### src/rtl/wb_master_single.sv
// Wishbone B4 classic single-transfer master: one READ or WRITE per accepted
// command, with a saturating ack timeout that reports an error response.
module wb_master_single #(
  parameter int ADDR_WIDTH = 16,
  parameter int DATA_WIDTH = 32,
  parameter int GRANULE    = 8,
  parameter int TIMEOUT    = 255
) (
  input  logic                  clk_i,
  input  logic                  rst_i,
  // command side
  input  logic                  cmd_valid_i,
  output logic                  cmd_ready_o,
  input  logic [ADDR_WIDTH-1:0] cmd_adr_i,
  input  logic [DATA_WIDTH-1:0] cmd_dat_i,
  input  logic [7:0]            cmd_sel_i,
  input  logic                  cmd_we_i,
  // response side
  output logic                  rsp_valid_o,
  output logic [DATA_WIDTH-1:0] rsp_dat_o,
  output logic                  rsp_err_o,
  // Wishbone master
  output logic [ADDR_WIDTH-1:0] adr_o,
  output logic [DATA_WIDTH-1:0] dat_o,
  input  logic [DATA_WIDTH-1:0] dat_i,
  output logic [7:0]            sel_o,
  output logic                  we_o,
  output logic                  stb_o,
  output logic                  cyc_o,
  input  logic                  ack_i
);

  localparam int          LANES    = DATA_WIDTH / GRANULE;
  localparam logic [15:0] TMO_LAST = 16'(TIMEOUT - 1);

  typedef enum logic [1:0] {
    IDLE,
    REQUEST,
    RESPOND
  } state_t;

  state_t      state;
  logic [15:0] tmo_cnt;
  logic [15:0] tmo_cnt_inc;
  logic [DATA_WIDTH-1:0] rd_masked;

  // Read data keeps only the lanes the master selected; sel bits beyond the
  // last lane are never consulted.
  always_comb begin
    rd_masked = '0;
    for (int i = 0; i < LANES; i++) begin
      if (sel_o[i]) rd_masked[i*GRANULE +: GRANULE] = dat_i[i*GRANULE +: GRANULE];
    end
  end

  assign tmo_cnt_inc = (tmo_cnt == 16'hFFFF) ? tmo_cnt : tmo_cnt + 16'd1;

  // NOTE: every register below is assigned with <= so all of them update from
  // the same pre-edge values; blocking assignments here would create races.
  always_ff @(posedge clk_i) begin
    // NOTE: rst_i is sampled only on the clock edge (synchronous); an ack seen
    // on the same edge is discarded because the reset branch takes priority.
    if (!rst_i) begin
      state       <= IDLE;
      cmd_ready_o <= 1'b1;
      adr_o       <= '0;
      dat_o       <= '0;
      sel_o       <= '0;
      we_o        <= 1'b0;
      cyc_o       <= 1'b0;
      stb_o       <= 1'b0;
      rsp_valid_o <= 1'b0;
      rsp_err_o   <= 1'b0;
      rsp_dat_o   <= '0;
      tmo_cnt     <= '0;
    end else begin
      case (state)
        IDLE: begin
          if (cmd_valid_i) begin
            state       <= REQUEST;
            cmd_ready_o <= 1'b0;
            adr_o       <= cmd_adr_i;
            dat_o       <= cmd_dat_i;
            sel_o       <= cmd_sel_i;
            we_o        <= cmd_we_i;
            cyc_o       <= 1'b1;
            stb_o       <= 1'b1;
            tmo_cnt     <= '0;
          end
        end

        REQUEST: begin
          if (ack_i) begin
            // An ack on the final timeout edge still counts as success.
            state       <= RESPOND;
            cyc_o       <= 1'b0;
            stb_o       <= 1'b0;
            rsp_valid_o <= 1'b1;
            rsp_err_o   <= 1'b0;
            rsp_dat_o   <= we_o ? '0 : rd_masked;
          end else begin
            tmo_cnt <= tmo_cnt_inc;
            if (tmo_cnt >= TMO_LAST) begin
              state       <= RESPOND;
              cyc_o       <= 1'b0;
              stb_o       <= 1'b0;
              rsp_valid_o <= 1'b1;
              rsp_err_o   <= 1'b1;
              rsp_dat_o   <= '0;
            end
          end
        end

        RESPOND: begin
          // rsp_dat_o / rsp_err_o hold until the next response is produced.
          state       <= IDLE;
          rsp_valid_o <= 1'b0;
          cmd_ready_o <= 1'b1;
        end

        default: begin
          state       <= IDLE;
          cmd_ready_o <= 1'b1;
          cyc_o       <= 1'b0;
          stb_o       <= 1'b0;
          rsp_valid_o <= 1'b0;
        end
      endcase
    end
  end

endmodule

### config.mk
export PLATFORM = sky130hd
export DESIGN_NAME = wb_master_single
export DESIGN_NICKNAME = d
export VERILOG_FILES = /design/src/rtl/wb_master_single.sv
export SDC_FILE = /design/constraint.sdc
export NUM_CORES = 1
export LEC_CHECK = 0
export ABC_CLOCK_PERIOD_IN_PS = 2450
export CORE_ASPECT_RATIO = 1.1
export CORE_MARGIN = 1
export CORE_UTILIZATION = 41
export CTS_CLUSTER_DIAMETER = 80
export DETAILED_ROUTE_END_ITERATION = 10
export MAX_ROUTING_LAYER = met4
export PLACE_DENSITY = 0.82
export SYNTH_ARGS = -nofsm -noshare
export SYNTH_HDL_FRONTEND = slang
export SYNTH_SLANG_ARGS = --single-unit
### constraint.sdc
create_clock -name clk_i -period 2.45 [get_ports clk_i]
set_input_delay 0.3675 -clock clk_i [delete_from_list [all_inputs] [get_ports clk_i]]
set_output_delay 0.3675 -clock clk_i [all_outputs]
set_load 0.02 [all_outputs]
==> results.md <==
- Element type at the critical path start: register
- Average routed wire per standard cell: 14.9 microns
- Fin area: 6230 sq um
- Max Fclk: between 400 and 500 MHz
- Ratio of final minimum period to clock period: 87.8%
- Pin count of the biggest net entering global routing: 36
- Netlist cell types: 42
- Share of synthesized cell area in full adder, half adder and majority cells: less than 1%
- Post-synth EDFFs: 0
- Largest family of logic cells by synthesized area: simple AND/OR/NAND/NOR gates
- Post-detailed-placement half-perimeter wirelength: 8.26 mm
- Yosys warns: 0
- Total number of placement rows: 37
- Sequential standard cell area: roughly 2200 sq um
- Path type of the worst setup path: register to register
- Type of the most critical hold path: register to register
- Peak ir drop on the vdd network: between 0.3 and 0.4 mV
- Combined global-route utilization of all metal layers: 22.1%
- Number of buffers on the longest clock path: 2
- Initial core utilization: roughly 43%
- First-pass GRT wire length: between 15 and 20 mm
- Leakage power summed over all cells: between 2 and 2.5 nW
- Clock tree from TritonCTS: built
- Overflow left after global routing: 0
- Synthesized Nets: 550
- Commonest register cell after synthesis: sky130_fd_sc_hd__dfxtp_1
- Number of port buffers: 186
- Post-synthesis instance total: approximately 460
- CTS H-Tree Depth: 3
- Async set-reset flop share out of synthesis: 0%
- Die boundary height: ~110 microns
- Worst endpoint required time: 2.74 ns
- Cells resized by post-CTS repair: 0
- Total count of max-transition violations in the final report: 0
- Initial DRC Count: around 210
- Worst Tran Pin Value: ~0.76 ns
- Data arrival time of the worst path: approximately 2.4 ns
- Number of antenna violations at the first check in global routing: 0
- Die Wd: between 90 and 100 microns
- Die area: approximately 10,000 sq um
- Biggest fanout along the worst timing path: 12
- Clock root cell: sky130_fd_sc_hd__clkbuf_8
- Sum of negative setup slack: 0 ns
- Vias per inst: 5.15
- Compound-gate portion of the synthesized area: 19.3%
- Min Tclk post-route: about 2.1 ns
- Clock-pin transition on the worst setup and hold timing paths: ~0.10 ns
- Skew-Pair Late Insertion Delay: around 0.36 ns
- Final setup viols: 0
- Relative slew slack: 48.8%
- Placer congestion estimate: between 0.8 and 0.9
- Post-route core utilization: between 60% and 70%
- Post-Synthesis Mean Instance Area: roughly 9 sq um
- Count of vias placed by the detailed router: a little under 4k
- Area fraction in and, or, nand and nor cells after synthesis: roughly 20%
- Area of the multi-input gates: approximately 1700 sq um
- Category of the worst setup path capture point: register
- Core Region: about 9500 sq um
- Unrepaired setup endpoints after global routing: false
- Combined area of all synthesized cells: 4090 sq um
- Post-Place Cell Area: between 6000 and 7000 sq um
- Number of design rule violations left after detail routing: 0
- CTS Hold Bufs: 0
- Post-detailed-routing wire length: between 10 and 15 mm
- Post CTS Setup Buffer Count: 0
- Fraction of synthesized area in multiplexers: 0%
- Result of the run: completed
- Number of inserted diodes: 0
- Number of flip-flops and latches in the synthesized netlist: between 100 and 150
- Sequential-to-total area share from yosys stat: 54.3%
- Layout cells sized above 1: roughly 8.4%
- Maximum capacitance violations: 0
- Clock Skews: about 0.0085 ns
- Power density over cell area: just under 600 nW/um^2
- Filler Cells Inserted: ~770
- Synth Area in XOR/XNOR: about 2.1%
- Synthesis-to-layout area growth: 52.3%
- Number of detailed-routing iterations run before antenna repair: 4
- Number of hold violations in the final report: 0
- Clk sink count: approximately 110
- Number of buffers added by the clock tree synthesis step: 9
- Number of nets with antenna violations after routing: 0
- Io pins: between 150 and 200
- Number of global-route vias before repair: roughly 3.7k
- Final layout net count: between 700 and 800
[critical path, stage by stage (launching register included)]
cell,delay [ns]
sky130_fd_sc_hd__dfxtp_1,0.45
sky130_fd_sc_hd__ha_1,0.23
sky130_fd_sc_hd__nand3_1,0.20
sky130_fd_sc_hd__or4_4,0.51
sky130_fd_sc_hd__o21ai_2,0.38
sky130_fd_sc_hd__o21ai_0,0.16
sky130_fd_sc_hd__a21oi_1,0.16
[worst paths after layout]
kind	from	end	slack (ns)	cells past startpoint
hold / removal	adr_o[5]	adr_o[5]	0.46	2
hold reg to reg	adr_o[5]	adr_o[5]	0.46	2
setup / recovery	tmo_cnt[1]	tmo_cnt[3]	0.30	6
setup reg to reg	tmo_cnt[1]	tmo_cnt[3]	0.30	6
[synth_stat cells (all sizes together) (4+ instances only)]
| cell | number | share of area [%] |
|---|---|---|
| nand2 | 123 | 11 |
| dfxtp | 111 | 54 |
| a21oi | 63 | 8.0 |
| a22o | 32 | 7.5 |
| clkbuf | 18 | 1.7 |
| buf | 14 | 2.2 |
| nor2 | 13 | 1.2 |
| nand3 | 10 | 1.2 |
| nor4 | 7 | 1.1 |
| xnor2 | 7 | 1.5 |
| o211ai | 6 | 1.2 |
| and2 | 5 | 0.76 |
| and3 | 4 | 0.61 |
| nor3 | 4 | 0.61 |
| o21ai | 4 | 0.58 |
| or4 | 4 | 0.83 |
[layer usage]
layer	track usage, %	part of all wire, %
met5	-	0
met2	36.1	47
met4	8.61	1.8
met3	4.04	6.0
met1	27.4	45
[registers in the layout (all words and copies together) (netlist names)]
name,count
dat_o,32
rsp_dat_o,32
adr_o,16
tmo_cnt,16
sel_o,8
state,2
cmd_ready_o,1
cyc_o,1
rsp_err_o,1
rsp_valid_o,1
we_o,1
[per-stage QoR]
step	hold WS [ns]	worst slack, ns	power, mW	std cells
3_5_place_dp	0.448	0.195	2.57	735
6_report	0.458	0.300	3.67	749
4_1_cts	0.461	0.323	3.71	749
2_1_floorplan	0.436	0.692	2.23	455
5_1_grt	0.483	0.0952	3.83	749
3_3_place_gp	0.441	0.259	2.56	735
[cells in the final DEF, fill, tap and decap left out, drive strengths merged, types with 3 or more instances in the layout]
| cell type | count |
|---|---|
| a21oi | 63 |
| buf | 9 |
| nand3 | 10 |
| nand2 | 123 |
| o21a | 3 |
| o21ai | 4 |
| o211ai | 6 |
| clkdlybuf4s50 | 186 |
| xnor2 | 7 |
| a22o | 32 |
| nor4 | 7 |
| and2 | 5 |
| inv | 3 |
| or4 | 4 |
| and3 | 4 |
| xor2 | 3 |
| nand2b | 3 |
| dfxtp | 111 |
| clkbuf | 10 |
| nor2 | 13 |
| nor3 | 4 |
[final cells by class]
cell class | count | share of cell area (%)
Clock buffer | 10 | 2.05
Inverter | 3 | 0.181
Timing Repair Buffer | 195 | 31.2
Sequential cell | 111 | 35.7
Clock inverter | 4 | 1.16
Multi-Input combinational cell | 309 | 27.4
Tap cell | 117 | 2.35
[power by group]
part	switching, mW	internal (mW)
sequential	0.0429	1.88
combinational	0.297	0.315
clock	0.576	0.564
total	0.916	2.75
[logic make-up after synthesis]
kind of cell | after synthesis
and+or+nand+nor | 182
AOI/OAI and AO/OA | 115
DFF | 111
buffers and inverters | 35
xor gates and xnor gates | 10
adders and majority gates | 2
Power figures use the tool's default switching activity.
